## src/rtl/gbf_fill_controller_pkg.sv

```systemverilog
// Shared definitions for the GBF fill controller: FSM encoding and the
// mapping from (channel, bank) to the flat bank index used on every bus.
package gbf_fill_controller_pkg;

    localparam logic [2:0] ST_IDLE = 3'd0;
    localparam logic [2:0] ST_ARB  = 3'd1;
    localparam logic [2:0] ST_REQ  = 3'd2;
    localparam logic [2:0] ST_FILL = 3'd3;
    localparam logic [2:0] ST_DONE = 3'd4;

    // bank 0 = bank1, bank 1 = bank2 of the channel
    function automatic int bank_idx(input int ch, input int bank);
        return 2 * ch + bank;
    endfunction

endpackage

```

## src/rtl/gbf_fill_controller_rr_arbiter.sv

```systemverilog
// Round-robin arbiter: the search starts one past the last accepted index,
// so every requester is reached within WIDTH grants.
module rr_arbiter #(
    parameter int WIDTH = 4,
    parameter int IDX_W = 2
) (
    input  logic             clk,
    input  logic             reset,
    input  logic             clear,
    input  logic [WIDTH-1:0] req,
    input  logic             accept,
    output logic [WIDTH-1:0] grant,
    output logic [IDX_W-1:0] grant_idx,
    output logic             grant_valid
);

    logic [IDX_W-1:0] last_idx;
    int               cand_idx;

    always_comb begin
        grant       = '0;
        grant_idx   = '0;
        grant_valid = 1'b0;
        cand_idx    = 0;
        for (int i = 0; i < WIDTH; i++) begin
            cand_idx = int'(last_idx) + 1 + i;
            if (cand_idx >= WIDTH) cand_idx = cand_idx - WIDTH;
            if (!grant_valid && req[cand_idx]) begin
                grant_valid      = 1'b1;
                grant_idx        = IDX_W'(cand_idx);
                grant[cand_idx]  = 1'b1;
            end
        end
    end

    // Pointer starts at the top index so the first search begins at 0.
    always_ff @(posedge clk or posedge reset) begin
        if (reset) begin
            last_idx <= IDX_W'(WIDTH - 1);
        end else if (clear) begin
            last_idx <= IDX_W'(WIDTH - 1);
        end else if (accept && grant_valid) begin
            last_idx <= grant_idx;
        end
    end

endmodule

```

## src/rtl/gbf_fill_controller.sv

```systemverilog
// Loads the double-buffered GBF banks from an off-chip stream: arbitrates the
// per-bank need_data requests, issues a fetch, writes the burst, flags ready.
module gbf_fill_controller
    import gbf_fill_controller_pkg::*;
#(
    parameter int NUM_CH            = 2,
    parameter int GBF_DATA_BITWIDTH = 256,
    parameter int GBF_ADDR_BITWIDTH = 5,
    parameter int GBF_DEPTH         = 32,
    parameter int CH_BITWIDTH       = 1,
    parameter int TILE_BITWIDTH     = 16
) (
    input  logic                           clk,
    input  logic                           reset,
    input  logic                           start,
    input  logic [GBF_ADDR_BITWIDTH:0]     cfg_burst_len,
    input  logic [TILE_BITWIDTH-1:0]       cfg_num_tiles,
    input  logic [2*NUM_CH-1:0]            need_data,
    output logic                           fetch_req,
    output logic [CH_BITWIDTH-1:0]         fetch_ch,
    output logic                           fetch_bank,
    output logic [GBF_ADDR_BITWIDTH:0]     fetch_len,
    input  logic                           fetch_ack,
    input  logic                           in_valid,
    input  logic [GBF_DATA_BITWIDTH-1:0]   in_data,
    output logic                           in_ready,
    output logic [2*NUM_CH-1:0]            gbf_en,
    output logic [2*NUM_CH-1:0]            gbf_we,
    output logic [GBF_ADDR_BITWIDTH-1:0]   gbf_addr,
    output logic [GBF_DATA_BITWIDTH-1:0]   gbf_w_data,
    output logic [2*NUM_CH-1:0]            buf_ready,
    output logic [NUM_CH-1:0]              data_avail,
    output logic                           finish
);

    localparam int NB    = 2 * NUM_CH;
    localparam int IDX_W = CH_BITWIDTH + 1;
    localparam int LEN_W = GBF_ADDR_BITWIDTH + 1;

    logic [2:0]               state;
    logic [IDX_W-1:0]         grant_q;
    logic [NB-1:0]            grant_oh_q;
    logic [LEN_W-1:0]         len_q;
    logic [LEN_W-1:0]         word_cnt;
    logic [TILE_BITWIDTH-1:0] num_tiles_q;
    logic [TILE_BITWIDTH-1:0] tiles_done [NUM_CH];
    logic [NB-1:0]            need_q;
    logic [NB-1:0]            buf_ready_q;
    logic                     finish_q;

    logic [NB-1:0]            cand;
    logic [NB-1:0]            arb_grant;
    logic [IDX_W-1:0]         arb_idx;
    logic                     arb_valid;
    logic [CH_BITWIDTH-1:0]   grant_ch;
    logic                     all_done;
    logic                     done_after;
    logic                     wr;
    logic                     last_word;
    logic [NB-1:0]            set_mask;
    logic [NB-1:0]            clr_mask;

    assign grant_ch  = grant_q[IDX_W-1:1];
    assign wr        = in_valid && (state == ST_FILL);
    assign last_word = (word_cnt == len_q - LEN_W'(1));
    assign set_mask  = (state == ST_DONE) ? grant_oh_q : '0;
    assign clr_mask  = need_data & ~need_q;

    // done_after looks one DONE ahead: the granted channel counts its current fill.
    always_comb begin
        cand       = '0;
        all_done   = 1'b1;
        done_after = 1'b1;
        for (int c = 0; c < NUM_CH; c++) begin
            for (int b = 0; b < 2; b++) begin
                cand[bank_idx(c, b)] = need_q[bank_idx(c, b)] & ~buf_ready_q[bank_idx(c, b)]
                                       & (tiles_done[c] < num_tiles_q);
            end
            if (tiles_done[c] != num_tiles_q) all_done = 1'b0;
            if (CH_BITWIDTH'(c) == grant_ch) begin
                if (tiles_done[c] + TILE_BITWIDTH'(1) != num_tiles_q) done_after = 1'b0;
            end else if (tiles_done[c] != num_tiles_q) begin
                done_after = 1'b0;
            end
        end
    end

    rr_arbiter #(
        .WIDTH (NB),
        .IDX_W (IDX_W)
    ) u_arb (
        .clk         (clk),
        .reset       (reset),
        .clear       (start && (state == ST_IDLE)),
        .req         (cand),
        .accept      ((state == ST_ARB) && !all_done),
        .grant       (arb_grant),
        .grant_idx   (arb_idx),
        .grant_valid (arb_valid)
    );

    // A DONE set for a bank overrides a same-cycle clear from its need_data edge.
    always_ff @(posedge clk or posedge reset) begin
        if (reset) begin
            state       <= ST_IDLE;
            grant_q     <= '0;
            grant_oh_q  <= '0;
            len_q       <= '0;
            word_cnt    <= '0;
            num_tiles_q <= '0;
            need_q      <= '0;
            buf_ready_q <= '0;
            finish_q    <= 1'b0;
            for (int c = 0; c < NUM_CH; c++) tiles_done[c] <= '0;
        end else begin
            need_q      <= need_data;
            buf_ready_q <= (buf_ready_q & ~clr_mask) | set_mask;
            case (state)
                ST_IDLE: begin
                    if (start) begin
                        state       <= ST_ARB;
                        len_q       <= (cfg_burst_len == '0) ? LEN_W'(GBF_DEPTH) : cfg_burst_len;
                        num_tiles_q <= cfg_num_tiles;
                        finish_q    <= (cfg_num_tiles == '0);
                        for (int c = 0; c < NUM_CH; c++) tiles_done[c] <= '0;
                    end
                end
                ST_ARB: begin
                    if (all_done) begin
                        finish_q <= 1'b1;
                        state    <= ST_IDLE;
                    end else if (arb_valid) begin
                        grant_q    <= arb_idx;
                        grant_oh_q <= arb_grant;
                        state      <= ST_REQ;
                    end
                end
                ST_REQ: begin
                    if (fetch_ack) begin
                        word_cnt <= '0;
                        state    <= ST_FILL;
                    end
                end
                ST_FILL: begin
                    if (wr) begin
                        word_cnt <= word_cnt + LEN_W'(1);
                        if (last_word) state <= ST_DONE;
                    end
                end
                ST_DONE: begin
                    tiles_done[grant_ch] <= tiles_done[grant_ch] + TILE_BITWIDTH'(1);
                    if (done_after) begin
                        finish_q <= 1'b1;
                        state    <= ST_IDLE;
                    end else begin
                        state <= ST_ARB;
                    end
                end
                default: state <= ST_IDLE;
            endcase
        end
    end

    assign fetch_req  = (state == ST_REQ);
    assign fetch_ch   = fetch_req ? grant_ch : '0;
    assign fetch_bank = fetch_req & grant_q[0];
    assign fetch_len  = len_q;
    assign in_ready   = (state == ST_FILL);
    assign gbf_en     = wr ? grant_oh_q : '0;
    assign gbf_we     = gbf_en;
    assign gbf_addr   = wr ? word_cnt[GBF_ADDR_BITWIDTH-1:0] : '0;
    assign gbf_w_data = wr ? in_data : '0;
    assign buf_ready  = buf_ready_q;
    assign finish     = finish_q;

    always_comb begin
        data_avail = '0;
        for (int c = 0; c < NUM_CH; c++) begin
            data_avail[c] = buf_ready_q[bank_idx(c, 0)] | buf_ready_q[bank_idx(c, 1)];
        end
    end

endmodule

```

## config.mk

```make
export PLATFORM = sky130hd
export DESIGN_NAME = gbf_fill_controller
export DESIGN_NICKNAME = d
export VERILOG_FILES = /design/src/rtl/gbf_fill_controller_pkg.sv /design/src/rtl/gbf_fill_controller_rr_arbiter.sv /design/src/rtl/gbf_fill_controller.sv
export SDC_FILE = /design/constraint.sdc
export NUM_CORES = 1
export LEC_CHECK = 0
export CORE_AREA = 2 2 220 222
export CTS_BUF_LIST = sky130_fd_sc_hd__clkbuf_8
export CTS_CLUSTER_DIAMETER = 60
export CTS_CLUSTER_SIZE = 28
export DETAILED_ROUTE_END_ITERATION = 10
export DIE_AREA = 0 0 222 224
export MAX_ROUTING_LAYER = met4
export PLACE_DENSITY = 0.57
export SETUP_SLACK_MARGIN = 0.3
export SYNTH_ARGS = -nofsm -noshare
export SYNTH_HDL_FRONTEND = slang
export SYNTH_SLANG_ARGS = --single-unit
```

## constraint.sdc

```tcl
create_clock -name clk -period 4.3 [get_ports clk]
set_clock_uncertainty 0.2 [all_clocks]
set_input_delay 0.43 -clock clk [delete_from_list [all_inputs] [get_ports clk]]
set_output_delay 0.43 -clock clk [all_outputs]
set_load 0.01 [all_outputs]
```

# Word level (Yosys, flattened, before mapping)
# Index checks and enable logic that the tools add are counted.
# classes
n_eq_ne,16
bitwise_logic,25
muxes,74
order_cmp,16
add_sub_neg,13
reduce_logical,29
# op_table
operator,n
two-way mux 256 bit,1
two-way mux 32 bit,5
greater-or-equal comparator 32 x 1 -> 1 bit (second input constant),4
less-than comparator 32 x 4 -> 1 bit (second input constant),4
greater-or-equal comparator 32 x 4 -> 1 bit (second input constant),3
subtractor 32 x 4 -> 32 bit (second input constant),3
adder 32 x 3 -> 32 bit (second input constant),2
two-way mux 16 bit,4
!= test 16 bit,4
one-hot mux 32 bit (2 select lines),1
adder 16 x 1 -> 16 bit (second input constant),3
adder 32 x 2 -> 32 bit (second input constant),1
bitwise mux 32 bit,1
less-than comparator 16 bit,2
two-way mux 1 bit,28
two-way mux 4 bit,6
two-way mux 3 bit,6
two-way mux 6 bit,3
demux 16 bit (select 1 bit),1
zero test 16 bit,1
bitwise OR 4 bit,4
one-hot mux 3 bit (5 select lines),1
logical AND 1 bit,12
two-way mux 2 bit,6
other kinds (34),67
# totals
regBits,80

# Longest topological paths before layout
# depth
depth_word,19
depth_mapped,14
ltp_nobuf,10

# By module
# From an unflattened synthesis, not the netlist that was laid out.
# unflattened
hier_cells,1028
area_unflattened_um2,8006.4
# modules_own_cells
mod,cells_each,instances,seq_area_each_um2,area_per_inst_um2
gbf_fill_controller,960,1,1951.9,7395.8
rr_arbiter,68,1,52.6,610.6

# Worst setup path after synthesis
# No wires, ideal clock.
# synth_path
path_type,register -> register
from,register grant_q[1]
to,register tiles_done[14] in the netlist's numbering
path_stages_with_launch,15
setup_slack_ns,0.919
n_path_buf,4
t_required_ns,3.966
arrival_ns,3.047
cell_sequence,dfrtp_1 clkbuf_1 clkbuf_1 clkbuf_1 buf_1 nand2_1 o21ai_0 ha_1 a21boi_1 and2_1 nand2_1 a21oi_1 nand2_1 xnor2_1 o21ai_0
# synth_via
elab_chain_cells,7
# synth_rtl
item,line,text
from (decl),gbf_fill_controller.sv:41,logic [IDX_W-1:0] grant_q;
from (signal assigned),gbf_fill_controller.sv:133,grant_q <= arb_idx;
NOT 1 -> 2 bit (implied by the code) *,gbf_fill_controller.sv:151,tiles_done[grant_ch] <= tiles_done[grant_ch] + TILE_BITWIDTH'(1);
"two-way mux 16 bit (implied by the code), or another cell as far along",gbf_fill_controller.sv:151,
two-way mux 16 bit (implied by the code) / logical AND 1 bit (equally long branches),gbf_fill_controller.sv:151,
two-way mux 16 bit (implied by the code),gbf_fill_controller.sv:151,
adder 16 x 1 -> 16 bit / demux 16 bit (select 1 bit) (equally long branches),gbf_fill_controller.sv:151,
bitwise mux 32 bit *,gbf_fill_controller.sv:151,
one-hot mux 32 bit (2 select lines) *,gbf_fill_controller.sv:118,case (state)
"to (signal, indexed assignment)",gbf_fill_controller.sv:151,
to (decl),gbf_fill_controller.sv:46,logic [TILE_BITWIDTH-1:0] tiles_done [NUM_CH];
# Mark *: on every way between the ends. The rest lies on a longest branch, timed or not. The select of a mux whose other input is x is not followed.
# A chain may end at the register's enable or synchronous reset.

# Worst setup path after layout
# layout_path
from,register state[0]
to,output port gbf_w_data[172]
# layout_via
elab_chain_cells,3
# layout_rtl
item,line,text
from (decl),gbf_fill_controller.sv:40,logic [2:0] state;
from (signal assigned),gbf_fill_controller.sv:105,state <= ST_IDLE;
from (signal assigned),gbf_fill_controller.sv:121,state <= ST_ARB;
from (signal assigned),gbf_fill_controller.sv:131,state <= ST_IDLE;
== test 3 x 2 -> 1 bit,gbf_fill_controller.sv:64,assign wr = in_valid && (state == ST_FILL);
logical AND 1 bit,gbf_fill_controller.sv:64,
two-way mux 256 bit,gbf_fill_controller.sv:172,assign gbf_w_data = wr ? in_data : '0;
to (decl),gbf_fill_controller.sv:30,"output logic [GBF_DATA_BITWIDTH-1:0] gbf_w_data,"
# Every way passes these cells.

==> flow_metrics.py <==
metrics = {
    "outcome": {
        "outcome": "finished, final reports clean",
    },
    "route": {
        "drcViolationCount": 0,
        "routed-wl-met2_um": 27100,
        "met1Wirelength_um": 29500,
        "drt_first_pass_iters": 5,
        "antenna_left": 0,
        "vias": 11400,
        "totalWireLength_um": 66100,
        "met3RoutedLength_um": 7900,
        "routed.top_layer": "met4",
        "wl_per_cell_um": 29.3,
        "viasPerCell": 5.04,
        "iter_0_drt_violations": 1526,
    },
    "timing": {
        "shortest_period_the_worst_path_allows_ns": 3.77,
        "timing.slew.headroom_pct": 16.9,
        "timing.final.max_slew_violations": 0,
        "rsz_0062_raised_after_global_routing": "false",
        "achievable-frequency_ghz": 0.265,
        "final-hold-violation-count": 0,
        "total_negative_slack_for_setup_checks_ns": 0,
        "count_of_final_setup_violators": 0,
        "worstMarginPinSlew_ns": 1.24,
        "timing.final.crit_share_pct": 87.6,
    },
    "setup_path": {
        "worst-setup-path-type": "flip-flop to output pin",
        "slowest_delay_ns": 0.56,
        "cp.arrival_ns": 3.14,
        "timing.critical_path.buf_inv": 4,
        "worst_setup_path_end_kind": "output pin",
        "critical-path-top-delay-family": "buffers and inverters",
        "crit_required_ns": 3.67,
        "start_kind": "flip-flop",
        "timing.critical_path.fanout_max": 90,
        "crit_slowest_cell": "sky130_fd_sc_hd__clkdlybuf4s50_1",
        "cell_by_cell_trace_of_the_critical_path": "inv_1 -> nor2_1 -> nand2_1 -> clkinv_8 -> buf_6 -> and3_1 -> clkdlybuf4s50_1",
    },
    "power": {
        "sequentialPowerShare_pct": 20.9,
        "power.density_cell_area_mw_per_mm2": 424,
        "power_leakage_uw": 0.00648,
        "power.share.combinational_pct": 70.5,
        "max-vdd-ir-drop_mv": 0.253,
        "power.net_switching_uw": 3090,
        "p_sw_share_pct": 49.2,
        "p_int_uw": 3190,
        "part_of_the_total_power_dissipated_in_the_clock_network_pct": 8.6,
    },
    "layout": {
        "finish.utilization_pct": 31.3,
        "syn2layout_area_growth_pct": 79.2,
        "design.final.nets": 1940,
        "final_cell_mix": "sky130_fd_sc_hd__clkdlybuf4s50_1 (571), sky130_fd_sc_hd__and3_1 (278), sky130_fd_sc_hd__nand2_1 (93)",
        "layout_commonest_cell": "sky130_fd_sc_hd__clkdlybuf4s50_1",
        "final_layout_size_suffix_gt1_share_pct": 4.09,
        "sequential_cell_area_mm2": 0.00200,
        "fillCellCount": 5034,
        "multiInputGateArea_mm2": 0.00573,
    },
    "cts": {
        "number_of_buffers_inserted_during_clock_tree_synthesis": 9,
        "cts_max_level": 3,
        "tritoncts": "done",
        "clock-root-buffer": "sky130_fd_sc_hd__clkbuf_8",
        "cts_post_setup_buffers_inserted": 0,
        "clkSlewWorstSetupHoldPaths_ns": 0.11,
        "clk_path_buf_depth": 2,
        "cts.sinks": 80,
        "clk_latency_ns": 0.41,
    },
    "synth": {
        "synth_async_sr_flop_share_pct": 100,
        "yosys.area.top_type": "sky130_fd_sc_hd__dfrtp_1",
        "synth_top_area_share_pct": 23.6,
        "syn-instance-count": 1105,
        "number_of_flip_flops_and_latches_in_the_synthesized_netlist": 80,
        "synth.avg_cell_area_um2": 7.48,
        "synth-warning-count": 0,
        "synthFlopType": "sky130_fd_sc_hd__dfrtp_1",
        "synth-edff-count": 0,
        "post_synthesis_instance_area_mm2": 0.00826,
        "ys_top_cells_by_area": "sky130_fd_sc_hd__dfrtp_1 (24%), sky130_fd_sc_hd__and3_1 (21%), sky130_fd_sc_hd__ha_1 (6.7%)",
        "syn_nets": 1436,
        "synth-seq-area-share_pct": 24.3,
        "synthDistinctLibCells": 79,
    },
    "global_route": {
        "global_route_wire_length_before_repair_um": 88500,
        "grt.overflow.total": 0,
        "grt_use_total_pct": 26.3,
        "number_of_global_route_vias_before_repair": 10700,
        "grt_start_max_net_pins": 158,
        "antenna_found_initial": 32,
    },
    "worst_hold_path": {
        "min-delay-path-class": "input port to flip-flop",
    },
    "place": {
        "post-dp-hpwl_um": 56800,
        "place_congestion": 1.03,
        "portBuffers": 572,
    },
    "die": {
        "die_area_mm2": 0.0497,
        "core_area_mm2": 0.0473,
        "initial_core_util_pct": 17.4,
        "fp-row-count": 80,
        "design.portCount": 573,
        "die_width_um": 222,
        "die_height_um": 224,
    },
    "flow_run": {
        "max_cap_viols": 0,
    },
}
==> timing repair <==
| item | 4_1_cts | 5_1_grt |
|---|---|---|
| endpoints found under the setup margin | 3 | 72 |
| gates resized for setup | 1 | 3 |
| hold buffers | 0 | 0 |
| endpoints found under the hold margin | 0 | 0 |
==> power by group through the flow <==
| stage | sequential, µW | clock [µW] | combinational [µW] |
|---|---|---|---|
| 6_report | 1310 | 541 | 4430 |
| 5_1_grt | 1350 | 580 | 4750 |
| 4_1_cts | 1300 | 558 | 4380 |
| 3_5_place_dp | 1310 | 0 | 4350 |
| 3_3_place_gp | 1300 | 0 | 4390 |
| 2_1_floorplan | 1180 | 0 | 2370 |
==> kinds of logic (layout without fill, tap and decap cells) <==
group / Yosys count / count (layout) / share of synthesized area (%)
simple gates: 570 / 570 / 39.2
other cells: 0 / 28 / 0
fa+ha+maj: 44 / 44 / 6.66
mux: 9 / 9 / 1.11
buf+inv: 137 / 646 / 6.50
flops: 80 / 80 / 24.3
xor+xnor: 47 / 47 / 5.16
compound gates: 218 / 218 / 17.1
==> registers in the layout, indices dropped and copies added, names as in the netlist <==
| register | cells |
|---|---|
| state | 3 |
| grant_q | 2 |
| u_arb.last_idx | 2 |
| word_cnt | 6 |
| fetch_len | 6 |
| need_q | 4 |
| buf_ready | 4 |
| finish | 1 |
| tiles_done | 32 |
| grant_oh_q | 4 |
| num_tiles_q | 16 |
==> through the flow <==
step | setup WS (ns) | hold slack, ns | power, µW | area [µm²] | std cells
after detailed placement | 0.725 | 0.310 | 5660 | 14600 | 2213
after floorplan | 0.919 | 0.261 | 3540 | 8260 | 1105
after global placement | 0.843 | 0.301 | 5680 | 14600 | 2213
after CTS | 0.306 | 0.260 | 6230 | 14700 | 2229
final | 0.531 | 0.285 | 6280 | 14800 | 2257
after global routing | 0.337 | 0.276 | 6670 | 14800 | 2246
==> area by class of cell <==
type,count,area share [%]
timing repair buffer,597,40.1
multi-input combinational,888,38.7
sequential,80,13.5
tap,615,5.20
inverter,33,0.930
clock buffer,9,0.837
antenna,28,0.473
clock inverter,7,0.287
==> cell usage after synthesis, drive strengths merged, types with 16 or more instances <==
cell type	instances
o21ai	87
inv	32
nor3	20
dfrtp	78
nand2	93
ha	44
and3	278
xnor2	28
xor2	18
nor4	17
clkbuf	93
a21oi	36
nand4	16
nand3	33
nor2	49
==> per-layer routing <==
metal / global-route usage [%] / vias up
met3: 9.64 / 58
met2: 36.6 / 756
met4: 7.74 / 0
met1: 35.2 / 5485
li1: - / 5080
met5: - / -
==> final timing paths <==
| check | cells after the start | to | from | slack [ns] |
|---|---|---|---|---|
| worst max-delay path | 7 | gbf_w_data[172] | state[0] | 0.53 |
| worst min-delay path | 1 | need_q[0] | need_data[0] | 0.29 |
| worst max register to register | 11 | u_arb.last_idx[0] | num_tiles_q[13] | 0.82 |
| worst min register to register | 1 | word_cnt[5] | word_cnt[5] | 0.33 |
| max in group asynchronous | 3 | tiles_done[25] | reset | 2.58 |
| min in group asynchronous | 2 | need_q[0] | reset | 0.37 |
No activity file was read; power rests on OpenSTA's default activity.
